--- src/rtl/uart_batch_ctrl.sv ---
// Receive-then-echo sequencer: buffers UART RX bytes into an external RAM.
// It then replays each completed (or idle-flushed) batch to the transmitter.
module uart_batch_ctrl #(
    parameter int ADDR_W      = 14,
    parameter int BATCH_LEN   = 10000,
    parameter int TIMEOUT_CYC = 0
) (
    input  logic              clk,
    input  logic              rst,
    input  logic              rx_valid,
    input  logic [7:0]        rx_data,
    output logic              mem_we,
    output logic [ADDR_W-1:0] mem_waddr,
    output logic [7:0]        mem_wdata,
    output logic [ADDR_W-1:0] mem_raddr,
    input  logic [7:0]        mem_rdata,
    output logic              tx_valid,
    output logic [7:0]        tx_data,
    input  logic              tx_ready,
    output logic              data_send_run,
    output logic              batch_done,
    output logic              overrun,
    output logic [15:0]       batch_cnt
);

    localparam int CNT_W  = ADDR_W + 1;
    localparam int IDLE_W = (TIMEOUT_CYC > 1) ? $clog2(TIMEOUT_CYC + 1) : 1;

    localparam logic [CNT_W-1:0]  CNT_ONE   = CNT_W'(1);
    localparam logic [CNT_W-1:0]  LAST_IDX  = CNT_W'(BATCH_LEN - 1);
    localparam logic [CNT_W-1:0]  FULL_LEN  = CNT_W'(BATCH_LEN);
    localparam logic [IDLE_W-1:0] IDLE_ONE  = IDLE_W'(1);
    localparam logic [IDLE_W-1:0] IDLE_LAST = IDLE_W'((TIMEOUT_CYC > 0) ? TIMEOUT_CYC - 1 : 0);

    typedef enum logic [1:0] {
        ST_RX,
        ST_RD,
        ST_TX,
        ST_DONE
    } state_t;

    state_t             state_q, state_d;
    logic [CNT_W-1:0]   wr_cnt_q, wr_cnt_d;
    logic [CNT_W-1:0]   rd_cnt_q, rd_cnt_d;
    logic [CNT_W-1:0]   send_len_q, send_len_d;
    logic [IDLE_W-1:0]  idle_cnt_q, idle_cnt_d;
    logic               run_q, run_d;
    logic               ovr_q, ovr_d;
    logic [15:0]        bcnt_q, bcnt_d;
    logic [7:0]         txd_q, txd_d;
    logic               tx_first_q, tx_first_d;

    always_comb begin
        state_d    = state_q;
        wr_cnt_d   = wr_cnt_q;
        rd_cnt_d   = rd_cnt_q;
        send_len_d = send_len_q;
        idle_cnt_d = idle_cnt_q;
        run_d      = run_q;
        ovr_d      = ovr_q;
        bcnt_d     = bcnt_q;
        txd_d      = txd_q;
        tx_first_d = tx_first_q;

        if (rx_valid && (state_q != ST_RX)) begin
            ovr_d = 1'b1;
        end

        case (state_q)
            ST_RX: begin
                if (rx_valid) begin
                    wr_cnt_d   = wr_cnt_q + CNT_ONE;
                    idle_cnt_d = '0;
                    if (wr_cnt_q == LAST_IDX) begin
                        send_len_d = FULL_LEN;
                        run_d      = 1'b1;
                        state_d    = ST_RD;
                    end
                end else if ((TIMEOUT_CYC != 0) && (wr_cnt_q != '0)) begin
                    idle_cnt_d = idle_cnt_q + IDLE_ONE;
                    if (idle_cnt_q == IDLE_LAST) begin
                        send_len_d = wr_cnt_q;
                        idle_cnt_d = '0;
                        run_d      = 1'b1;
                        state_d    = ST_RD;
                    end
                end
            end
            ST_RD: begin
                tx_first_d = 1'b1;
                state_d    = ST_TX;
            end
            ST_TX: begin
                // RAM data is only valid on the first TX cycle; hold it afterwards.
                tx_first_d = 1'b0;
                if (tx_first_q) begin
                    txd_d = mem_rdata;
                end
                if (tx_ready) begin
                    rd_cnt_d = rd_cnt_q + CNT_ONE;
                    if ((rd_cnt_q + CNT_ONE) == send_len_q) begin
                        run_d   = 1'b0;
                        state_d = ST_DONE;
                    end else begin
                        state_d = ST_RD;
                    end
                end
            end
            ST_DONE: begin
                bcnt_d     = bcnt_q + 16'd1;
                wr_cnt_d   = '0;
                rd_cnt_d   = '0;
                idle_cnt_d = '0;
                state_d    = ST_RX;
            end
            default: begin
                state_d = ST_RX;
            end
        endcase
    end

    always_ff @(posedge clk) begin
        if (rst) begin
            state_q    <= ST_RX;
            wr_cnt_q   <= '0;
            rd_cnt_q   <= '0;
            send_len_q <= '0;
            idle_cnt_q <= '0;
            run_q      <= 1'b0;
            ovr_q      <= 1'b0;
            bcnt_q     <= '0;
            txd_q      <= '0;
            tx_first_q <= 1'b0;
        end else begin
            state_q    <= state_d;
            wr_cnt_q   <= wr_cnt_d;
            rd_cnt_q   <= rd_cnt_d;
            send_len_q <= send_len_d;
            idle_cnt_q <= idle_cnt_d;
            run_q      <= run_d;
            ovr_q      <= ovr_d;
            bcnt_q     <= bcnt_d;
            txd_q      <= txd_d;
            tx_first_q <= tx_first_d;
        end
    end

    // Writes are suppressed while rst is held so bytes seen during reset never land.
    assign mem_we        = rx_valid && (state_q == ST_RX) && !rst;
    assign mem_waddr     = wr_cnt_q[ADDR_W-1:0];
    assign mem_wdata     = mem_we ? rx_data : 8'h00;
    assign mem_raddr     = rd_cnt_q[ADDR_W-1:0];
    assign tx_valid      = (state_q == ST_TX);
    assign tx_data       = tx_valid ? (tx_first_q ? mem_rdata : txd_q) : 8'h00;
    assign data_send_run = run_q;
    assign batch_done    = (state_q == ST_DONE);
    assign overrun       = ovr_q;
    assign batch_cnt     = bcnt_q;

endmodule

--- config.mk ---
export PLATFORM = sky130hd
export DESIGN_NAME = uart_batch_ctrl
export DESIGN_NICKNAME = d
export VERILOG_FILES = /design/src/rtl/uart_batch_ctrl.sv
export SDC_FILE = /design/constraint.sdc
export NUM_CORES = 1
export LEC_CHECK = 0
export CORE_MARGIN = 4
export CORE_UTILIZATION = 44
export CTS_CLUSTER_DIAMETER = 80
export DETAILED_ROUTE_END_ITERATION = 12
export GPL_ROUTABILITY_DRIVEN = 0
export PLACE_DENSITY = 0.7
export SLEW_MARGIN = 0
export SYNTH_ARGS = -nofsm -noshare
export SYNTH_HDL_FRONTEND = slang
export SYNTH_SLANG_ARGS = --single-unit
--- constraint.sdc ---
create_clock -name clk -period 2.48 [get_ports clk]
set_input_delay 0.496 -clock clk [delete_from_list [all_inputs] [get_ports clk]]
set_output_delay 0.496 -clock clk [all_outputs]
set_load 0.005 [all_outputs]
Word level (Yosys, flattened, before mapping). Cells that the tools add are included.

Bits in registers: 60. Bits in latches: 0. Bits in writable memories: 0. Bits in read-only memories: 0. Bits of input ports: 20. Output and inout bits: 65. Logic and storage cells: 54. Memories: 0.

$add $sub $neg: 3. Multiply operators: 0. Divide/modulo/power cells: 0. Magnitude comparators: 0. Equality and inequality tests: 9. Shift-type cells: 0. Multiplexer cells: 18. Bitwise logic cells: 0. Reduce and logical (&&, ||, !) cells: 15.

Operators with widths (number): 15-bit case mux with 2 select lines (2); 15-bit by 1-bit adder with 15-bit output (second input constant) (2); 15-bit 2-to-1 mux (2); 8-bit 2-to-1 mux (3); 16-bit by 1-bit adder with 16-bit output (second input constant) (1); 15-bit by 14-bit == test with 1-bit output (1); 15-bit by 14-bit == test with 1-bit output (second input constant) (1); 2-bit nonzero test (5); 2-bit 2-to-1 mux (4); 2-bit case mux with 4 select lines (1); 3-bit AND reduction (2); 5-bit AND reduction (1); 2-bit == test (second input constant) (2); 1-bit 2-to-1 mux (4); 2-bit by 1-bit inequality test with 1-bit output (second input constant) (2); 2-bit inequality test (second input constant) (2); 1-bit case mux with 2 select lines (2); 2-bit AND reduction (2); 1-bit logical AND (3); 2-bit by 1-bit == test with 1-bit output (second input constant) (1); 2-bit logical NOT (1); 1-bit logical NOT (1).

Longest topological paths before layout. Gate-level depths: netlist of the first run.

Depth after elaboration: 5. Gate-level depth with buffers: 10.

Least setup slack after synthesis of the first run. OpenSTA, ideal clock, no wires.

Kind: register to register. Start: reg rd_cnt_q[0]. End: reg run_q, in the netlist data_send_run. Library setup time: 116 ps. Arrival time: 2043 ps. Required time: 2364 ps. Path slack: 320 ps. Cell stages (with the launch flop): 9. Path buffers: 1. Period minus slack after synthesis: 2160 ps. Path through: dfxtp_1 -> ha_1 -> clkbuf_1 -> nand3_1 -> xnor2_1 -> or3_1 -> nor4_1 -> o211ai_1 -> o211a_1.

Word-level cells in the longest chain between the ends: 4.

RTL lines: from (decl) (RTL line 44) `logic [CNT_W-1:0] rd_cnt_q, rd_cnt_d;`; from (signal assigned) (RTL line 137) `rd_cnt_q <= rd_cnt_d;`; 15-bit by 1-bit adder with 15-bit output (RTL line 101) `if ((rd_cnt_q + CNT_ONE) == send_len_q) begin`; 15-bit by 14-bit == test with 1-bit output (RTL line 101); 2-bit by 1-bit inequality test with 1-bit output (no line); 5-bit AND reduction (no line); to (signal assigned) (RTL line 140) `run_q <= run_d;`; to (decl) (RTL line 47) `logic run_q, run_d;`.

Every way passes these cells. A chain may end at the register's enable or synchronous reset.

Worst setup path after layout of the first run.
Start: reg state_q[0]. End: out mem_wdata[4].

Word-level cells in the longest chain between the ends: 4.

RTL lines: from (decl) (RTL line 42) `state_t state_q, state_d;`; from (signal assigned) (RTL line 135) `state_q <= state_d;`; 2-bit logical NOT (RTL line 149) `assign mem_we = rx_valid && (state_q == ST_RX) && !rst;`; 1-bit logical AND (2 in series) (RTL line 149); 8-bit 2-to-1 mux (RTL line 151) `assign mem_wdata = mem_we ? rx_data : 8'h00;`; to (decl) (RTL line 14) `output logic [7:0] mem_wdata,`.

Every way passes these cells.

==> impl_metrics.env, run 1 <==
export IMPL_clock_power_share_pct=42.3
export IMPL_antennaDiodeCount=0
export IMPL_slew_headroom_pct=61.04
export IMPL_finalSetupViolations=0
export IMPL_seq_area_frac_synth_pct=36.47
export IMPL_vias=2981
export IMPL_startpoint="state_q[0]$_SDFFE_PP0P_"
export IMPL_ant_nets=0
export IMPL_p_seq_share_pct=44.8
export IMPL_ir_drop_mv=0.2379
export IMPL_final_core_util_pct=60.26
export IMPL_drv_cap=0
export IMPL_nets=510
export IMPL_syn_avg_cell_area_um2=7.954
export IMPL_synth_nets=441
export IMPL_die_h_um=94.51
export IMPL_seq_area_um2=1204
export IMPL_min_period_ps=2396
export IMPL_worst_ep_arrival_time_ps=1900
export IMPL_multi_input_area_um2=1772
export IMPL_antenna_found_initial=0
export IMPL_min_period_over_period_pct=96.63
export IMPL_p_leak_nw=1.613
export IMPL_synth_largest_area_cell="dfxtp_1"
export IMPL_cp_start_kind="flip-flop"
export IMPL_path_clk_slew_ps=70
export IMPL_hpwl_mm=5.646
export IMPL_first_iter_violations=112
export IMPL_p_int_mw=1.750
export IMPL_end_kind="output pin"
export IMPL_powerDensity_nw_per_um2=527.1
export IMPL_routedWlPerCell_um=13.33
export IMPL_fp_coreArea_um2=7253
export IMPL_max_freq_mhz=417.3
export IMPL_clkLatencyLatePin_ps=340
export IMPL_synth_cell_area_um2=3293
export IMPL_rows=31
export IMPL_critPathMaxFanout=5
export IMPL_p_sw_mw=0.5538
export IMPL_start_util_pct=45.40
export IMPL_grt_pass1_vias=2878
export IMPL_portBuffers=84
export IMPL_ys_seq_elements=60
export IMPL_synth_common_cells="nor2_1 (71), dfxtp_1 (60), nand3_1 (32)"
export IMPL_slew_viol_final=0
export IMPL_htreeDepth=3
export IMPL_yosys_warnings=0
export IMPL_routed_wl_mm=7.825
export IMPL_total_power_mw=2.304
export IMPL_postCtsHoldBufs=0
export IMPL_dp_slack_ps=46.39
export IMPL_grt_max_degree=49
export IMPL_grt_pass1_wl_mm=13.01
export IMPL_outcome="complete, no violations"
export IMPL_cts_buffers_inserted=9
export IMPL_grt_use_total_pct=18.17
export IMPL_root_buffer="clkbuf_8"
export IMPL_tritoncts="built"
export IMPL_hold_path_class="reg2reg"
export IMPL_viasPerCell=5.078
export IMPL_comb_power_share_pct=12.9
export IMPL_r2r_cells=7
export IMPL_hold_viol_final=0
export IMPL_synth_edff_count=0
export IMPL_post_cts_buffers=0
export IMPL_overflow=0
export IMPL_io_pins=85
export IMPL_finalClockSkew_ps=6.671
export IMPL_drc=0
export IMPL_r2r_end="data_send_run$_SDFFE_PP0P_"
export IMPL_cp_endpoint="mem_wdata[4]"
export IMPL_layout_setup_ws_ps=83.54
export IMPL_worst_setup_path_type="reg2out"
export IMPL_synth_most_common_cell="nor2_1"
export IMPL_area_growth_pct=32.71
export IMPL_cts_sinks=60
export IMPL_dieArea_um2=8932
export IMPL_synth_cell_types=40
export IMPL_synth_top_area_share_pct=36.47
export IMPL_synth_ff_type="dfxtp_1"
export IMPL_dr_pass1_iters=4
export IMPL_synthCells=414
export IMPL_synthArstFlopShare_pct=0
export IMPL_die_w_um=94.51
export IMPL_clock_path_buffers=2
export IMPL_worstMarginPinSlew_ps=579.0
export IMPL_fill_cells=671
export IMPL_synthTopCellsByArea="dfxtp_1 (36%), nor2_1 (8.1%), buf_4 (6.4%)"
export IMPL_reg2reg_slack_ps=190
export IMPL_switching_share_pct=24.04
export IMPL_drive_gt1_share_pct=10.86
export IMPL_cp_required_ps=1980
export IMPL_rr_startpoint="wr_cnt_q[0]$_SDFFE_PP0P_"
## worst max-delay path, stage by stage, from the launching register on
cell             delay [ps]
dfxtp_1                 340
inv_2                    90
ha_4                    140
nand2_2                  50
nor2_2                  150
buf_2                   170
and2_1                  130
clkdlybuf4s50_1         500
## power by group through the flow
stage	clock network (mW)	logic [mW]	registers, mW
floorplan	0	0.186	1.02
global placement	0	0.281	1.05
detailed placement	0	0.284	1.05
CTS	0.999	0.286	1.03
global route	1.04	0.327	1.04
finish	0.975	0.296	1.03
## cells by family (layout without fill, tap and decap cells)
| group | Yosys count | after routing | share of synthesized area [%] |
|---|---|---|---|
| adder cells (fa/ha/maj) | 7 | 7 | 2.659 |
| AND/OR/NAND/NOR | 180 | 180 | 25.91 |
| XOR/XNOR | 35 | 35 | 9.308 |
| flip-flops | 60 | 60 | 36.47 |
| AO/OA/AOI/OAI | 54 | 54 | 10.07 |
| multiplexers | 17 | 17 | 5.243 |
| buffers and inverters | 61 | 135 | 10.33 |
## cell usage in the layout, fill, tap and decap left out, types with 2 or more instances in the layout
master / count
nor3_1: 10
buf_4: 22
a22oi_1: 9
nand3_1: 32
clkinv_2: 4
clkdlybuf4s50_1: 82
xor2_1: 24
clkbuf_8: 10
or3_1: 5
nand4_1: 9
ha_1: 5
a2bb2oi_1: 3
and3_1: 4
xnor2_1: 11
nor2_1: 70
and2_1: 10
mux2_2: 2
o21ai_0: 7
and4_1: 3
inv_1: 9
nand2_1: 25
bufinv_16: 2
nor4_1: 5
mux2i_1: 15
dfxtp_1: 58
buf_2: 2
a21oi_1: 27
dfxtp_2: 2
inv_2: 2
## worst min-delay path by stage
stage	depth (start not counted)	slack (ps)	end	from
final	2	460	txd_q[4]$_SDFFE_PP0P_	txd_q[4]$_SDFFE_PP0P_
after floorplan	2	440	txd_q[0]$_SDFFE_PP0P_	txd_q[0]$_SDFFE_PP0P_
after detailed placement	2	450	txd_q[7]$_SDFFE_PP0P_	txd_q[7]$_SDFFE_PP0P_
after global routing	2	480	txd_q[7]$_SDFFE_PP0P_	txd_q[7]$_SDFFE_PP0P_
after global placement	2	440	txd_q[7]$_SDFFE_PP0P_	txd_q[7]$_SDFFE_PP0P_
after CTS	2	460	txd_q[7]$_SDFFE_PP0P_	txd_q[7]$_SDFFE_PP0P_
## timing repair
item	4_1_cts	5_1_grt
pin swaps	0	2
cloned	0	1
gates resized for setup	1	11
endpoints found under the setup margin	8	16
## routing by layer
| metal | GRT usage [%] | vias to the layer above | part of all wire [%] |
|---|---|---|---|
| met3 | 3.745 | 12 | 4.4 |
| met5 | 0 | - | 0 |
| met4 | 8.293 | 0 | 1.9 |
| met2 | 30.85 | 65 | 48 |
| met1 | 22.02 | 1374 | 46 |
| li1 | - | 1530 | - |
## registers in the layout (all words and copies together), names as in the netlist
signal and cells:
batch_cnt 16, data_send_run 1, overrun 1, rd_cnt_q 15, send_len_q 1, state_q 2
tx_first_q 1, txd_q 8, wr_cnt_q 15
## final cells by class
type                       instances  share of cell area [%]
timing repair buffer             107                   23.07
clock inverter                     5                   1.718
sequential                        60                   27.54
inverter                          12                   1.059
tap                               99                   2.834
multi-input combinational        293                   40.54
clock buffer                      11                   3.235
## through the flow
stage	hold slack (ps)	std cells	instance area, µm²	TNS [ps]
CTS	459.0	586	4340	0
floorplan	435.7	414	3293	0
global placement	442.7	570	4123	0
global route	478.8	587	4370	-18.03
finish	457.0	587	4370	0
detailed placement	449.6	570	4123	0
No activity file was read; power rests on OpenSTA's default activity.
==> inputs of run 2 (changes only) <==
MAX_ROUTING_LAYER = met4   (was default)
==> run 2 against run 1 <==
Net effect:
- die area unchanged
- worst setup slack got worse by 4.9 ps
- global-route usage rose by 0.54 points
- core utilization unchanged
- clock skew grew 1.3 ps
- sequential cell count stayed put
- critical path type unchanged
- critical endpoint unchanged
==> impl_metrics.env, run 2 (synthesized netlist as in run 1, its figures left out) <==
export IMPL_tritoncts="built"
export IMPL_dr_pass1_iters=4
export IMPL_htreeDepth=3
export IMPL_antenna_found_initial=0
export IMPL_worstMarginPinSlew_ps=580.1
export IMPL_die_w_um=94.51
export IMPL_ant_nets=0
export IMPL_fill_cells=671
export IMPL_min_period_ps=2401
export IMPL_p_leak_nw=1.613
export IMPL_hold_viol_final=0
export IMPL_end_kind="output pin"
export IMPL_hold_path_class="reg2reg"
export IMPL_area_growth_pct=32.71
export IMPL_dp_slack_ps=46.39
export IMPL_reg2reg_slack_ps=190
export IMPL_fp_coreArea_um2=7253
export IMPL_slew_headroom_pct=60.97
export IMPL_max_freq_mhz=416.4
export IMPL_clkLatencyLatePin_ps=340
export IMPL_comb_power_share_pct=12.8
export IMPL_clock_power_share_pct=42.4
export IMPL_routed_wl_mm=7.808
export IMPL_post_dp_cell_area_um2=4123
export IMPL_switching_share_pct=24.12
export IMPL_io_pins=85
export IMPL_layout_setup_ws_ps=78.68
export IMPL_overflow=0
export IMPL_grt_pass1_wl_mm=13.01
export IMPL_cts_buffers_inserted=9
export IMPL_placedCellCount=570
export IMPL_rows=31
export IMPL_fin_cells=587
export IMPL_slew_viol_final=0
export IMPL_drv_cap=0
export IMPL_seq_area_um2=1204
export IMPL_worst_ep_arrival_time_ps=1910
export IMPL_stdcell_area_um2=4370
export IMPL_total_power_mw=2.306
export IMPL_multi_input_area_um2=1772
export IMPL_p_int_mw=1.750
export IMPL_antennaDiodeCount=0
export IMPL_routedWlPerCell_um=13.30
export IMPL_layout_commonest_cell="clkdlybuf4s50_1"
export IMPL_p_sw_mw=0.5563
export IMPL_portBuffers=84
export IMPL_hpwl_mm=5.646
export IMPL_nets=510
export IMPL_start_util_pct=45.40
export IMPL_path_clk_slew_ps=70
export IMPL_grt_use_total_pct=18.71
export IMPL_cp_start_kind="flip-flop"
export IMPL_grt_pass1_vias=2876
export IMPL_final_cell_mix="clkdlybuf4s50_1 (82), nor2_1 (70), dfxtp_1 (58)"
export IMPL_dieArea_um2=8932
export IMPL_hold_ws_ps=457.1
export IMPL_first_iter_violations=111
export IMPL_finalSetupViolations=0
export IMPL_drc=0
export IMPL_grt_max_degree=49
export IMPL_viasPerCell=5.022
export IMPL_critPathMaxFanout=5
export IMPL_root_buffer="clkbuf_8"
export IMPL_drive_gt1_share_pct=10.86
export IMPL_ir_drop_mv=0.2379
export IMPL_die_h_um=94.51
export IMPL_outcome="complete, no violations"
export IMPL_largest_reg_flops=16
export IMPL_p_seq_share_pct=44.8
export IMPL_finalClockSkew_ps=7.941
export IMPL_powerDensity_nw_per_um2=527.7
export IMPL_clock_path_buffers=2
export IMPL_worst_setup_path_type="reg2out"
export IMPL_cp_required_ps=1980
export IMPL_min_period_over_period_pct=96.83
export IMPL_cts_sinks=60
export IMPL_vias=2948
==> run 2: cell counts in the layout (fill, tap and decap cells not counted) <==
No cell type changed its count.
==> run 2: final cells by class <==
| class | instances | share of cell area (%) |
|---|---|---|
| multi-input combinational | 293 | 40.54 |
| sequential | 60 | 27.54 |
| timing repair buffer | 107 | 23.07 |
| clock buffer | 11 | 3.235 |
| tap | 99 | 2.834 |
| clock inverter | 5 | 1.718 |
| inverter | 12 | 1.059 |
==> run 2: metal layers <==
metal	wire length, µm	part of all wire, %	GRT usage, %	vias to the layer above
met5	0	0	-	-
met4	133	1.7	8.293	0
met1	3640	47	22.41	1349
met3	263	3.4	3.347	12
li1	-	-	-	1528
met2	3771	48	30.73	59
==> run 2: worst paths after layout <==
check,startpoint,endpoint,depth (start not counted)
setup reg to reg,wr_cnt_q[0]$_SDFFE_PP0P_,data_send_run$_SDFFE_PP0P_,7
setup / recovery,state_q[0]$_SDFFE_PP0P_,mem_wdata[4],7
hold reg to reg,txd_q[4]$_SDFFE_PP0P_,txd_q[4]$_SDFFE_PP0P_,2
hold / removal,txd_q[4]$_SDFFE_PP0P_,txd_q[4]$_SDFFE_PP0P_,2
==> run 2: what timing repair did <==
item	CTS	global route
resized for setup	1	11
gates cloned	0	1
buffers inserted	0	0
pin swaps	0	2
hold buffers	0	0
endpoints found under the setup margin	8	16
==> run 2: worst max-delay path: stages (launching register included) <==
cell             delay, ps
dfxtp_1                340
inv_2                   90
ha_4                   140
nand2_2                 50
nor2_2                 150
buf_2                  170
and2_1                 130
clkdlybuf4s50_1        500
==> run 2: stage by stage <==
step	setup TNS, ps	utilization, %
floorplan	0	-
global placement	0	56.84
detailed placement	0	56.84
CTS	0	59.84
global route	-18.03	60.26
finish	0	60.26
==> run 2: power by group through the flow <==
stage | Sequential [mW] | Clock (mW) | Combinational [mW]
floorplan | 1.02 | 0 | 0.186
finish | 1.03 | 0.977 | 0.296
CTS | 1.03 | 0.999 | 0.286
global placement | 1.05 | 0 | 0.281
detailed placement | 1.05 | 0 | 0.284
global route | 1.04 | 1.04 | 0.327
==> inputs of run 3 (changes only) <==
CORE_MARGIN = 3   (was 4)
PLACE_DENSITY = 0.79   (was 0.7)
clock period = 2.15 ns   (was 2.48 ns; I/O delays follow)
==> run 3 against run 2 <==
Net effect:
- sequential share of layout area fell by 0.98 points
- critical path depth unchanged
- worst setup slack got worse by 55 ps
- clock skew grew 1.5 ps
- design area up 3.9%
- count of clock-buffer cells in the layout is 1 lower
- sequential cell count unchanged
- critical endpoint is now data_send_run$_SDFFE_PP0P_
- largest power group unchanged
==> impl_metrics.env, run 3 (synthesized netlist as in run 1, its figures left out) <==
export IMPL_outcome="complete, no violations"
export IMPL_cts_buffers_inserted=9
export IMPL_hold_viol_final=0
export IMPL_die_h_um=92.51
export IMPL_start_util_pct=46.92
export IMPL_worst_setup_path_type="reg2reg"
export IMPL_critPathMaxFanout=5
export IMPL_area_growth_pct=37.88
export IMPL_cp_required_ps=2370
export IMPL_powerDensity_nw_per_um2=528.6
export IMPL_fp_coreArea_um2=7019
export IMPL_grtUsageMet3_pct=3.737
export IMPL_portBuffers=84
export IMPL_clock_path_buffers=2
export IMPL_drc=0
export IMPL_nets=530
export IMPL_tritoncts="built"
export IMPL_grt_max_degree=49
export IMPL_grt_setup_unrepaired="true"
export IMPL_cp_start_kind="flip-flop"
export IMPL_total_power_mw=2.400
export IMPL_fill_cells=608
export IMPL_use_met2_pct=32.57
export IMPL_grt_busiest_layer="met2"
export IMPL_postCtsHoldBufs=0
export IMPL_hpwl_mm=5.726
export IMPL_routed_wl_mm=8.425
export IMPL_routedWlPerCell_um=13.97
export IMPL_largest_reg_flops=16
export IMPL_path_clk_slew_ps=70
export IMPL_slew_viol_final=0
export IMPL_final_cell_mix="nor2_1 (69), clkdlybuf4s50_1 (66), dfxtp_1 (58)"
export IMPL_root_buffer="clkbuf_8"
export IMPL_hold_ws_ps=458.8
export IMPL_clkLatencyLatePin_ps=330
export IMPL_grt_use_total_pct=19.50
export IMPL_io_pins=85
export IMPL_drv_cap=0
export IMPL_vias=3151
export IMPL_rows=30
export IMPL_min_period_ps=2127
export IMPL_die_w_um=92.51
export IMPL_setup_tns_final_ps=0
export IMPL_first_iter_violations=152
export IMPL_dieArea_um2=8558
export IMPL_met1_usage_pct=23.33
export IMPL_antennaDiodeCount=0
export IMPL_grt_pass1_wl_mm=13.52
export IMPL_end_kind="flip-flop"
export IMPL_worst_ep_arrival_time_ps=2350
export IMPL_antenna_found_initial=0
export IMPL_stdcell_area_um2=4541
export IMPL_viasPerCell=5.226
export IMPL_overflow=0
export IMPL_worstMarginPinSlew_ps=528.8
export IMPL_htreeDepth=3
export IMPL_finalSetupViolations=0
export IMPL_ir_drop_mv=0.3444
export IMPL_p_leak_nw=1.873
export IMPL_finalClockSkew_ps=9.481
export IMPL_ant_nets=0
export IMPL_dr_pass1_iters=5
export IMPL_min_period_over_period_pct=98.91
export IMPL_reg2reg_slack_ps=20
export IMPL_slew_headroom_pct=64.62
export IMPL_hold_path_class="reg2reg"
export IMPL_drive_gt1_share_pct=15.19
export IMPL_post_dp_cell_area_um2=4244
export IMPL_cts_sinks=60
export IMPL_max_freq_mhz=470.2
export IMPL_layout_commonest_cell="nor2_1"
export IMPL_grt_pass1_vias=3065
run 3: cell types whose count changed in the layout (fill, tap and decap cells not counted), sizes merged:
cell / previous run / this run
clkdlybuf4s50: 82 / 66
clkinvlp: 0 / 2
bufinv: 2 / 0
dlymetal6s2s: 1 / 8
dlygate4sd2: 0 / 9
clkbuf: 11 / 10
buf: 24 / 44
run 3: path summary, 6_finish.rpt:
check                            from                         end  depth (start not counted)
max          rd_cnt_q[4]$_SDFFE_PP0P_  data_send_run$_SDFFE_PP0P_                          7
min             txd_q[6]$_SDFFE_PP0P_       txd_q[6]$_SDFFE_PP0P_                          2
max reg2reg  rd_cnt_q[4]$_SDFFE_PP0P_  data_send_run$_SDFFE_PP0P_                          7
min reg2reg     txd_q[6]$_SDFFE_PP0P_       txd_q[6]$_SDFFE_PP0P_                          2
run 3: worst max-delay path: stages, from the launching register on:
cell and delay, ps:
dfxtp_1 400, nand4_1 210, buf_4 210, nor3_1 250, xnor2_1 290, and4_1 320, o211ai_1 100, o211a_1 250
run 3: timing repair:
action,4_1_cts,5_1_grt
pin swaps,1,6
gates resized for setup,20,20
setup endpoints to repair,19,18
cloned,1,0
setup buffers,1,4
run 3: layout make-up:
cell class              count  area [µm²]  area share (%)
inverters                  12       50.05           1.102
flip-flops and latches     60        1206           26.56
well taps                  96       120.1           2.645
multi-input cells         293        1826           40.20
clock buffers              10       127.6           2.811
repair buffers            127        1181           26.01
clock inverters             5       30.03          0.6613
run 3: power breakdown:
part	switching (mW)	internal, mW	total [mW]
Clock	0.451	0.406	0.857
Combinational	0.188	0.200	0.388
Sequential	0.0181	1.14	1.16
run 3: stage by stage:
step / utilization [%] / setup slack, ps / cells
after detailed placement: 60.46 / -141.6 / 582
after global routing: 64.69 / -54.34 / 603
after floorplan: - / 75.51 / 414
final: 64.69 / 23.36 / 603
after global placement: 60.46 / -102.3 / 582
after CTS: 63.14 / 10.72 / 599
run 3: metal layers:
metal  routed length (µm)  part of all wire, %
met2                 4109                   49
met1                 3718                   44
met4                  112                  1.3
met3                  485                  5.8
met5                    0                    0
